$ cat config.mk
export PLATFORM = sky130hd
export DESIGN_NAME = vga_rect_compositor
export DESIGN_NICKNAME = d
export VERILOG_FILES = /design/src/rtl/vga_pkg.sv /design/src/rtl/vga_timing.sv /design/src/rtl/vga_rect_compositor.sv
export SDC_FILE = /design/constraint.sdc
export NUM_CORES = 1
export LEC_CHECK = 0
export BUFFER_PORTS_ARGS = -buffer_cell sky130_fd_sc_hd__buf_2
export CORE_ASPECT_RATIO = 0.5
export CORE_MARGIN = 2
export CORE_UTILIZATION = 60
export CTS_CLUSTER_SIZE = 12
export DETAILED_ROUTE_END_ITERATION = 7
export GPL_ROUTABILITY_DRIVEN = 0
export PLACE_DENSITY_LB_ADDON = 0.05
export RECOVER_POWER = 50
export REMOVE_ABC_BUFFERS = 1
export SLEW_MARGIN = 20
export SYNTH_ARGS = -nofsm -noshare
export SYNTH_HDL_FRONTEND = slang
export SYNTH_HIERARCHICAL = 1
export SYNTH_SLANG_ARGS = --single-unit
$ cat constraint.sdc
create_clock -name i_clk -period 10.5 [get_ports i_clk]
set_input_delay 1.05 -clock i_clk [delete_from_list [all_inputs] [get_ports i_clk]]
set_output_delay 1.05 -clock i_clk [all_outputs]
set_load 0.05 [all_outputs]
$ cat src/rtl/vga_pkg.sv
// vga_pkg
// Shared definitions for the rectangle compositor and its timing generator:
//   - default 640x480@60 timing constants and divider / rectangle defaults
//   - rect_t, the per-rectangle record held in the shadow and active banks
//   - line_total(), which gives H_TOTAL / V_TOTAL from the four widths
//   - idx_width(), the rectangle index width (never narrower than 1 bit)
package vga_pkg;

    localparam int H_ACTIVE_DEF = 640;
    localparam int H_FP_DEF     = 16;
    localparam int H_SYNC_DEF   = 96;
    localparam int H_BP_DEF     = 48;
    localparam int V_ACTIVE_DEF = 480;
    localparam int V_FP_DEF     = 10;
    localparam int V_SYNC_DEF   = 2;
    localparam int V_BP_DEF     = 33;
    localparam bit SYNC_POL_DEF = 1'b0;
    localparam int CLK_DIV_DEF  = 4;
    localparam int N_RECT_DEF   = 4;
    localparam int CW_DEF       = 4;

    // The colour field is sized for the widest channel we support, so a
    // compositor built with CW <= MAX_CW uses only the low 3*CW bits.
    localparam int MAX_CW  = 8;
    localparam int COORD_W = 10;

    typedef logic [COORD_W-1:0] coord_t;

    typedef struct packed {
        coord_t                x0;
        coord_t                x1;
        coord_t                y0;
        coord_t                y1;
        logic [3*MAX_CW-1:0]   rgb;
        logic                  vis;
    } rect_t;

    function automatic int line_total(input int active, input int fp,
                                      input int sync, input int bp);
        return active + fp + sync + bp;
    endfunction

    function automatic int idx_width(input int n);
        return (n > 1) ? $clog2(n) : 1;
    endfunction

endpackage

$ cat src/rtl/vga_timing.sv
// vga_timing
// Pixel-strobe divider plus horizontal / vertical counters for a VGA raster.
// Ports:
//   clk, rst_n   : system clock, synchronous active-low reset
//   stb          : pixel strobe, high one clk in every CLK_DIV
//   hc, vc       : current column / line counters (advance on stb only)
//   hs, vs       : raw sync-window flags (1 = inside sync window)
//   de           : raw active-video flag
//   commit       : high on the strobe that closes the last visible line
module vga_timing
    import vga_pkg::*;
#(
    parameter int H_ACTIVE = H_ACTIVE_DEF,
    parameter int H_FP     = H_FP_DEF,
    parameter int H_SYNC   = H_SYNC_DEF,
    parameter int H_BP     = H_BP_DEF,
    parameter int V_ACTIVE = V_ACTIVE_DEF,
    parameter int V_FP     = V_FP_DEF,
    parameter int V_SYNC   = V_SYNC_DEF,
    parameter int V_BP     = V_BP_DEF,
    parameter int CLK_DIV  = CLK_DIV_DEF
) (
    input  logic   clk,
    input  logic   rst_n,
    output logic   stb,
    output coord_t hc,
    output coord_t vc,
    output logic   hs,
    output logic   vs,
    output logic   de,
    output logic   commit
);

    localparam int H_TOTAL = line_total(H_ACTIVE, H_FP, H_SYNC, H_BP);
    localparam int V_TOTAL = line_total(V_ACTIVE, V_FP, V_SYNC, V_BP);
    localparam int DW      = (CLK_DIV > 1) ? $clog2(CLK_DIV) : 1;

    localparam logic [DW-1:0] DIV_LAST = DW'(CLK_DIV - 1);
    localparam coord_t H_LAST     = coord_t'(H_TOTAL - 1);
    localparam coord_t V_LAST     = coord_t'(V_TOTAL - 1);
    localparam coord_t H_VIS      = coord_t'(H_ACTIVE);
    localparam coord_t V_VIS      = coord_t'(V_ACTIVE);
    localparam coord_t V_VIS_LAST = coord_t'(V_ACTIVE - 1);
    localparam coord_t HS_START   = coord_t'(H_ACTIVE + H_FP);
    localparam coord_t HS_END     = coord_t'(H_ACTIVE + H_FP + H_SYNC);
    localparam coord_t VS_START   = coord_t'(V_ACTIVE + V_FP);
    localparam coord_t VS_END     = coord_t'(V_ACTIVE + V_FP + V_SYNC);

    logic [DW-1:0] div;
    logic [DW-1:0] div_next;

    always_comb begin
        div_next = (div == DIV_LAST) ? '0 : div + DW'(1);
    end

    // The strobe is registered from the next divider value so it is a clean
    // flop output and stays low while reset is held, even for CLK_DIV=1.
    always_ff @(posedge clk) begin
        if (!rst_n) begin
            div <= '0;
            stb <= 1'b0;
            hc  <= '0;
            vc  <= '0;
        end else begin
            div <= div_next;
            stb <= (div_next == DIV_LAST);
            if (stb) begin
                if (hc == H_LAST) begin
                    hc <= '0;
                    vc <= (vc == V_LAST) ? '0 : vc + coord_t'(1);
                end else begin
                    hc <= hc + coord_t'(1);
                end
            end
        end
    end

    always_comb begin
        hs     = (hc >= HS_START) && (hc < HS_END);
        vs     = (vc >= VS_START) && (vc < VS_END);
        de     = (hc < H_VIS) && (vc < V_VIS);
        commit = stb && (hc == H_LAST) && (vc == V_VIS_LAST);
    end

endmodule

$ cat src/rtl/vga_rect_compositor.sv
// vga_rect_compositor
// VGA raster generator compositing N_RECT prioritised, coloured rectangles
// over a background colour. Rectangles are written into a shadow bank at
// any time and copied to the displayed bank once per frame, just after the
// last visible line, so a frame never shows a half-updated set.
// Ports:
//   i_clk, i_rst_n        : system clock, synchronous active-low reset
//   i_wr_en               : one-cycle write strobe into the shadow bank
//   i_wr_idx              : rectangle slot (slots >= N_RECT are ignored)
//   i_wr_x0/x1, y0/y1     : half-open bounds [x0,x1) x [y0,y1)
//   i_wr_rgb, i_wr_vis    : colour {r,g,b} and enable
//   o_pix_stb             : pixel strobe
//   o_hs, o_vs, o_de      : syncs and active video
//   o_x, o_y              : coordinate of the pixel currently on o_r/g/b
//   o_r, o_g, o_b         : colour channels
//   o_frame               : one-cycle pulse after each bank commit
module vga_rect_compositor
    import vga_pkg::*;
#(
    parameter int          H_ACTIVE = H_ACTIVE_DEF,
    parameter int          H_FP     = H_FP_DEF,
    parameter int          H_SYNC   = H_SYNC_DEF,
    parameter int          H_BP     = H_BP_DEF,
    parameter int          V_ACTIVE = V_ACTIVE_DEF,
    parameter int          V_FP     = V_FP_DEF,
    parameter int          V_SYNC   = V_SYNC_DEF,
    parameter int          V_BP     = V_BP_DEF,
    parameter bit          SYNC_POL = SYNC_POL_DEF,
    parameter int          CLK_DIV  = CLK_DIV_DEF,
    parameter int          N_RECT   = N_RECT_DEF,
    parameter int          CW       = CW_DEF,
    parameter logic [3*CW-1:0] BG   = '0
) (
    input  logic                         i_clk,
    input  logic                         i_rst_n,
    input  logic                         i_wr_en,
    input  logic [idx_width(N_RECT)-1:0] i_wr_idx,
    input  logic [9:0]                   i_wr_x0,
    input  logic [9:0]                   i_wr_x1,
    input  logic [9:0]                   i_wr_y0,
    input  logic [9:0]                   i_wr_y1,
    input  logic [3*CW-1:0]              i_wr_rgb,
    input  logic                         i_wr_vis,
    output logic                         o_pix_stb,
    output logic                         o_hs,
    output logic                         o_vs,
    output logic                         o_de,
    output logic [9:0]                   o_x,
    output logic [9:0]                   o_y,
    output logic [CW-1:0]                o_r,
    output logic [CW-1:0]                o_g,
    output logic [CW-1:0]                o_b,
    output logic                         o_frame
);

    localparam int IW = idx_width(N_RECT);

    logic   stb;
    coord_t hc;
    coord_t vc;
    logic   hs_raw;
    logic   vs_raw;
    logic   de_raw;
    logic   commit;

    vga_timing #(
        .H_ACTIVE (H_ACTIVE),
        .H_FP     (H_FP),
        .H_SYNC   (H_SYNC),
        .H_BP     (H_BP),
        .V_ACTIVE (V_ACTIVE),
        .V_FP     (V_FP),
        .V_SYNC   (V_SYNC),
        .V_BP     (V_BP),
        .CLK_DIV  (CLK_DIV)
    ) u_timing (
        .clk    (i_clk),
        .rst_n  (i_rst_n),
        .stb    (stb),
        .hc     (hc),
        .vc     (vc),
        .hs     (hs_raw),
        .vs     (vs_raw),
        .de     (de_raw),
        .commit (commit)
    );

    rect_t shadow [N_RECT];
    rect_t active [N_RECT];
    rect_t wr_rect;

    always_comb begin
        wr_rect                 = '0;
        wr_rect.x0              = i_wr_x0;
        wr_rect.x1              = i_wr_x1;
        wr_rect.y0              = i_wr_y0;
        wr_rect.y1              = i_wr_y1;
        wr_rect.rgb[3*CW-1:0]   = i_wr_rgb;
        wr_rect.vis             = i_wr_vis;
    end

    // A write landing on the commit clock only reaches the shadow bank: the
    // active bank copies the shadow contents from before that edge.
    always_ff @(posedge i_clk) begin
        if (!i_rst_n) begin
            for (int i = 0; i < N_RECT; i++) begin
                shadow[i] <= '0;
                active[i] <= '0;
            end
            o_frame <= 1'b0;
        end else begin
            for (int i = 0; i < N_RECT; i++) begin
                if (i_wr_en && (i_wr_idx == IW'(i))) begin
                    shadow[i] <= wr_rect;
                end
                if (commit) begin
                    active[i] <= shadow[i];
                end
            end
            o_frame <= commit;
        end
    end

    logic [N_RECT-1:0] hit;

    // Inverted or zero-width bounds can never satisfy both compares, so
    // empty rectangles need no special case.
    always_comb begin
        hit = '0;
        for (int i = 0; i < N_RECT; i++) begin
            hit[i] = active[i].vis
                     && (hc >= active[i].x0) && (hc < active[i].x1)
                     && (vc >= active[i].y0) && (vc < active[i].y1);
        end
    end

    logic [N_RECT-1:0] s1_hit;
    logic              s1_hs;
    logic              s1_vs;
    logic              s1_de;
    coord_t            s1_x;
    coord_t            s1_y;
    logic [3*CW-1:0]   s2_rgb;
    logic              s2_hs;
    logic              s2_vs;
    logic              s2_de;
    coord_t            s2_x;
    coord_t            s2_y;
    logic [3*CW-1:0]   pick;

    // Walking from the highest index down lets the lowest hitting index
    // overwrite everything above it.
    always_comb begin
        pick = BG;
        for (int i = N_RECT - 1; i >= 0; i--) begin
            if (s1_hit[i]) begin
                pick = active[i].rgb[3*CW-1:0];
            end
        end
        if (!s1_de) begin
            pick = '0;
        end
    end

    // Sync flags travel as "asserted" bits so the pipeline resets to zero;
    // polarity is applied only at the pins.
    always_ff @(posedge i_clk) begin
        if (!i_rst_n) begin
            s1_hit <= '0;
            s1_hs  <= 1'b0;
            s1_vs  <= 1'b0;
            s1_de  <= 1'b0;
            s1_x   <= '0;
            s1_y   <= '0;
            s2_rgb <= '0;
            s2_hs  <= 1'b0;
            s2_vs  <= 1'b0;
            s2_de  <= 1'b0;
            s2_x   <= '0;
            s2_y   <= '0;
        end else if (stb) begin
            s1_hit <= hit;
            s1_hs  <= hs_raw;
            s1_vs  <= vs_raw;
            s1_de  <= de_raw;
            s1_x   <= hc;
            s1_y   <= vc;
            s2_rgb <= pick;
            s2_hs  <= s1_hs;
            s2_vs  <= s1_vs;
            s2_de  <= s1_de;
            s2_x   <= s1_x;
            s2_y   <= s1_y;
        end
    end

    assign o_pix_stb = stb;
    assign o_hs      = s2_hs ? SYNC_POL : ~SYNC_POL;
    assign o_vs      = s2_vs ? SYNC_POL : ~SYNC_POL;
    assign o_de      = s2_de;
    assign o_x       = s2_x;
    assign o_y       = s2_y;
    assign o_r       = s2_rgb[3*CW-1 -: CW];
    assign o_g       = s2_rgb[2*CW-1 -: CW];
    assign o_b       = s2_rgb[CW-1:0];

endmodule

* After elaboration in Yosys (flattened, before gate mapping)
Memory sizes are Yosys's and may differ from the RTL's.
Index checks and enable logic that the tools add are counted.
** Cells by class
- Mux-type cells :: 34
- Order comparisons :: 22
- Reductions and logical operators :: 27
- Equal/unequal tests :: 8
- Bitwise operators :: 8
- Add/subtract/negate cells :: 3
** Operators by type and width (number)
- $mux W65 :: 4
- $mux W53 :: 4
- $ge A10 B10 Y1 :: 8
- $lt A10 B10 Y1 :: 8
- $mux W12 :: 5
- $logic_and A1 B1 Y1 :: 25
- $add A10 B1 Y10 const B :: 2
- $eq A10 B10 Y1 const B :: 2
- $lt A10 B10 Y1 const B :: 2
- $lt A10 B9 Y1 const B :: 2
- $mux W10 :: 2
- $mux W1 :: 18
- $eq A10 B9 Y1 const B :: 1
- $ge A10 B10 Y1 const B :: 1
- $ge A10 B9 Y1 const B :: 1
- $eq A2 B2 Y1 const B :: 4
- $or A1 B1 Y1 :: 8
- $add A2 B1 Y2 const B :: 1
- $eq A2 B1 Y1 const B :: 1
- $logic_not A2 Y1 :: 1
- $mux W2 :: 1
- $reduce_and A2 Y1 :: 1
** Word-level totals
- Memories kept :: 2
- Output and inout port bits :: 37
- Logic and storage cells :: 121
- Bits in writable memories :: 472
- Register bits after elaboration :: 86
** Memories
- active :: depth 4, width 65, read ports 4, clocked after Yosys merged registers in 0, wr ports 4, RTL line vga_rect_compositor.sv:89 : rect_t active [N_RECT];
- shadow :: depth 4, width 53, read ports 4, clocked after Yosys merged registers in 0, wr ports 4, RTL line vga_rect_compositor.sv:88 : rect_t shadow [N_RECT];

* Longest topological paths before layout
- Word-level depth :: 7
- Mapped depth :: 8

* By module
The synthesis kept the hierarchy.
** By module, submodules not included
- vga_rect_compositor :: instances 1, area an instance 22008.6 um^2, cells an instance 1697
- vga_timing :: instances 1, area an instance 1211.2 um^2, cells an instance 140

* Worst setup path before layout
OpenSTA, ideal clock, no wires.
- Path type :: reg-to-reg
- Start :: register u_timing.stb
- End :: memory active[0][0] in the netlist's numbering (enable)
- Stages on the path, launching flop included :: 7
- Buffers on the path :: 2
- Data arrival time :: 7.391 ns
- Setup time :: 0.611 ns
- Data required time :: 9.889 ns
- Path slack :: 2.498 ns
- Cell sequence :: dfxtp_1 buf_2 and4_1 nand4_1 nor4bb_1 clkbuf_1 nand2b_1
** RTL lines
- from (decl) :: RTL line vga_timing.sv:25 : output logic stb,
- from (signal assigned) :: RTL line vga_timing.sv:66 : stb <= (div_next == DIV_LAST);
- to (decl) :: RTL line vga_rect_compositor.sv:89

==> metrics.cfg <==
[timing]
worst_hold_slack_ns=0.451
max_slew_margin=-1.84
fmax_mhz=152
finalMaxSlewViolations=450
hold_viol=0
clock_skew_ns=0.0172
finalCriticalPeriod_ns=6.56
period_share=0.625
tightest_slew_ns=4.26
rsz0062_at_grt=no
setup_violations=0

[worst_setup_path]
crit_slowest_cell=clkbuf_1
cp-end-kind=register
cpMostUsedCell=clkbuf_1
cp.arrival_ns=6.97
critPathRequiredTime_ns=10.91
critPathMaxFanout=95
path_class=primary input to register
start_kind=primary input
startpoint=i_rst_n
cp_cell_sequence=clkbuf_1 -> nand2_1 -> nor2_1 -> clkbuf_1 -> and2_1
reg2reg_from=u_timing/vc[1]$_SDFFE_PN0P_
slowest_delay_ns=2.57

[clocking]
cts.path.max_buffers=3
cts_root_buf=clkbuf_16
cts_max_level=2
clock-sinks=510
clk_latency_ns=0.57
cts_made_buffers=48
cts_resized=0
cts_hold_buf=0
clk_pin_slew_ns=0.06
cts_setup_buffers=0
cts_tree=built

[yosys]
synth-seq-cells=510
yosys_warnings=6
syn_area_per_cell_sq_um=12.6
ys.flop_type=edfxtp_1
synth_edf_count=424
async_flop_share=0
synth-seq-area-share=0.622
synth_cell_types=51
synth_area_sq_mm=0.0232
synth_cells=1837

[global_routing]
antenna_found_initial=0
grt_overflow_total=0
grtUsageTotal=0.255
grt_pass1_wl_um=78500
grt_pass1_vias=14500
grt_max_degree=123

[detailed_routing]
dr.pass1.iters=5
num_vias=14100
drtIter0Drc=938
ant_nets=0
wl_per_cell_um=20.3
wirelength_um=50100
drc=0
via_per_inst=5.71

[place]
dp_cells=2374
hpwlAfterDp_um=30400
numPortBuffers=94

[floorplan]
start_util=0.615
io_pins=95
die_y_um=143
core.rowCount=50
die_area_sq_mm=0.0404
core_sq_mm=0.0378
die_x_um=282

[layout]
area_growth_pct=9.67
final_nets=2121
final_cells=2464
final_cell_mix=edfxtp_1 (424), and3_1 (214), inv_1 (171), ha_1 (159), and2_1 (126)
final_common_cell=edfxtp_1
nFillCells=2798
seqCellArea_sq_mm=0.0145
post-route-util=0.674
drive_gt1_frac=0.0654
multi_input_area_sq_mm=0.00779

[hold_path]
min_from=u_timing/div[0]$_SDFF_PN0_
hp-class=register to register

[status]
status=complete, but fails checks
violations=max-capacitance violations, max-slew violations

[power]
p_per_area_mw_per_mm2=161
ir_drop_uv=112
leakagePower_uw=0.0107

[flow_run]
max-cap-violations=9

==> cell families after synthesis <==
group	Yosys count	synth area share
AOI/OAI and AO/OA	181	0.0494
xor gates and xnor gates	11	0.00415
and+or+nand+nor	666	0.175
DFF	510	0.622
adders and majority gates	159	0.0857
buffers and inverters	264	0.0438
muxes	46	0.0198
==> routing by layer <==
layer  track usage  vias to the layer above  routed length, um  share of wire
li1              -                     6706                  -              -
met1         0.350                     6931              22300           0.45
met2         0.429                      342              24000           0.48
met3        0.0375                       86               2800          0.056
met4        0.0682                        0                982          0.020
met5             0                        -                  0              0
==> path summary, 6_finish.rpt <==
path                            slack [ns]  depth (start not counted)                           to
worst max register to register        6.33                          6   active[2][4]$_SDFFCE_PN0P_
worst min register to register        0.45                          1   u_timing/div[0]$_SDFF_PN0_
worst min-delay path                  0.45                          1   u_timing/div[0]$_SDFF_PN0_
worst max-delay path                  3.94                          5  shadow[3][19]$_SDFFCE_PN0P_
==> registers in the layout, summed over array words and instances, names as in the netlist <==
| signal | cells |
|---|---|
| active | 212 |
| o_de | 1 |
| o_frame | 1 |
| o_x | 10 |
| o_y | 10 |
| s1_de | 1 |
| s1_hit | 4 |
| s1_hs | 1 |
| s1_vs | 1 |
| s1_x | 10 |
| s1_y | 10 |
| s2_hs | 1 |
| s2_rgb | 12 |
| s2_vs | 1 |
| shadow | 212 |
| u_timing/div | 2 |
| u_timing/hc | 10 |
| u_timing/stb | 1 |
| u_timing/vc | 10 |
==> report_power, final <==
| part | internal (uW) | switching [uW] | leakage [uW] |
|---|---|---|---|
| clock network | 883 | 726 | 0.000664 |
| logic | 49.2 | 122 | 0.00522 |
| registers | 2300 | 32.1 | 0.00479 |
==> metrics by stage <==
stage	total power, uW	area [sq um]	worst slack (ns)	setup TNS (ns)
after floorplan	2460	22800	-7.36	-2156.10
after global placement	2530	24200	6.44	0
after detailed placement	2550	24200	6.28	0
after CTS	4140	25600	6.30	0
after global routing	4240	25500	3.38	0
final	4110	25500	3.94	0
==> cell usage after synthesis, drive strengths merged, types with 3 or more instances <==
master | instances | area [sq um]
clkbuf | 81 | 304
a21oi | 56 | 280
o2111ai | 9 | 78.8
dfxtp | 86 | 1720
a21o | 16 | 120
and2 | 226 | 1410
edfxtp | 424 | 12700
a221oi | 13 | 114
or3 | 5 | 31.3
nand2 | 29 | 109
a32o | 4 | 40.0
o22ai | 12 | 75.1
or4 | 4 | 30.0
nand3 | 14 | 70.1
nor2 | 29 | 109
xor2 | 6 | 52.6
a211oi | 14 | 105
a21boi | 3 | 22.5
ha | 159 | 1990
nor2b | 70 | 438
and4 | 9 | 78.8
o31ai | 3 | 22.5
nor4b | 3 | 47.5
buf | 12 | 71.3
nand4 | 16 | 100
nand2b | 14 | 87.6
inv | 171 | 642
o21ai | 40 | 200
a31oi | 3 | 18.8
mux2i | 46 | 460
xnor2 | 5 | 43.8
and3 | 214 | 1340
nor3 | 22 | 110
==> worst max-delay path, delay by kind of cell <==
| family | cells | cell delay (ns) |
|---|---|---|
| buf+inv | 2 | 4.50 |
| simple gates | 3 | 1.38 |
==> final cells by class <==
class,instances,area share
clock buffer,87,0.0541
antenna,1,0.0000983
timing repair buffer,110,0.0205
inverter,171,0.0252
sequential,510,0.568
multi-input combinational,1063,0.306
clock inverter,2,0.000688
tap,520,0.0256
Power figures use the tool's default switching activity.
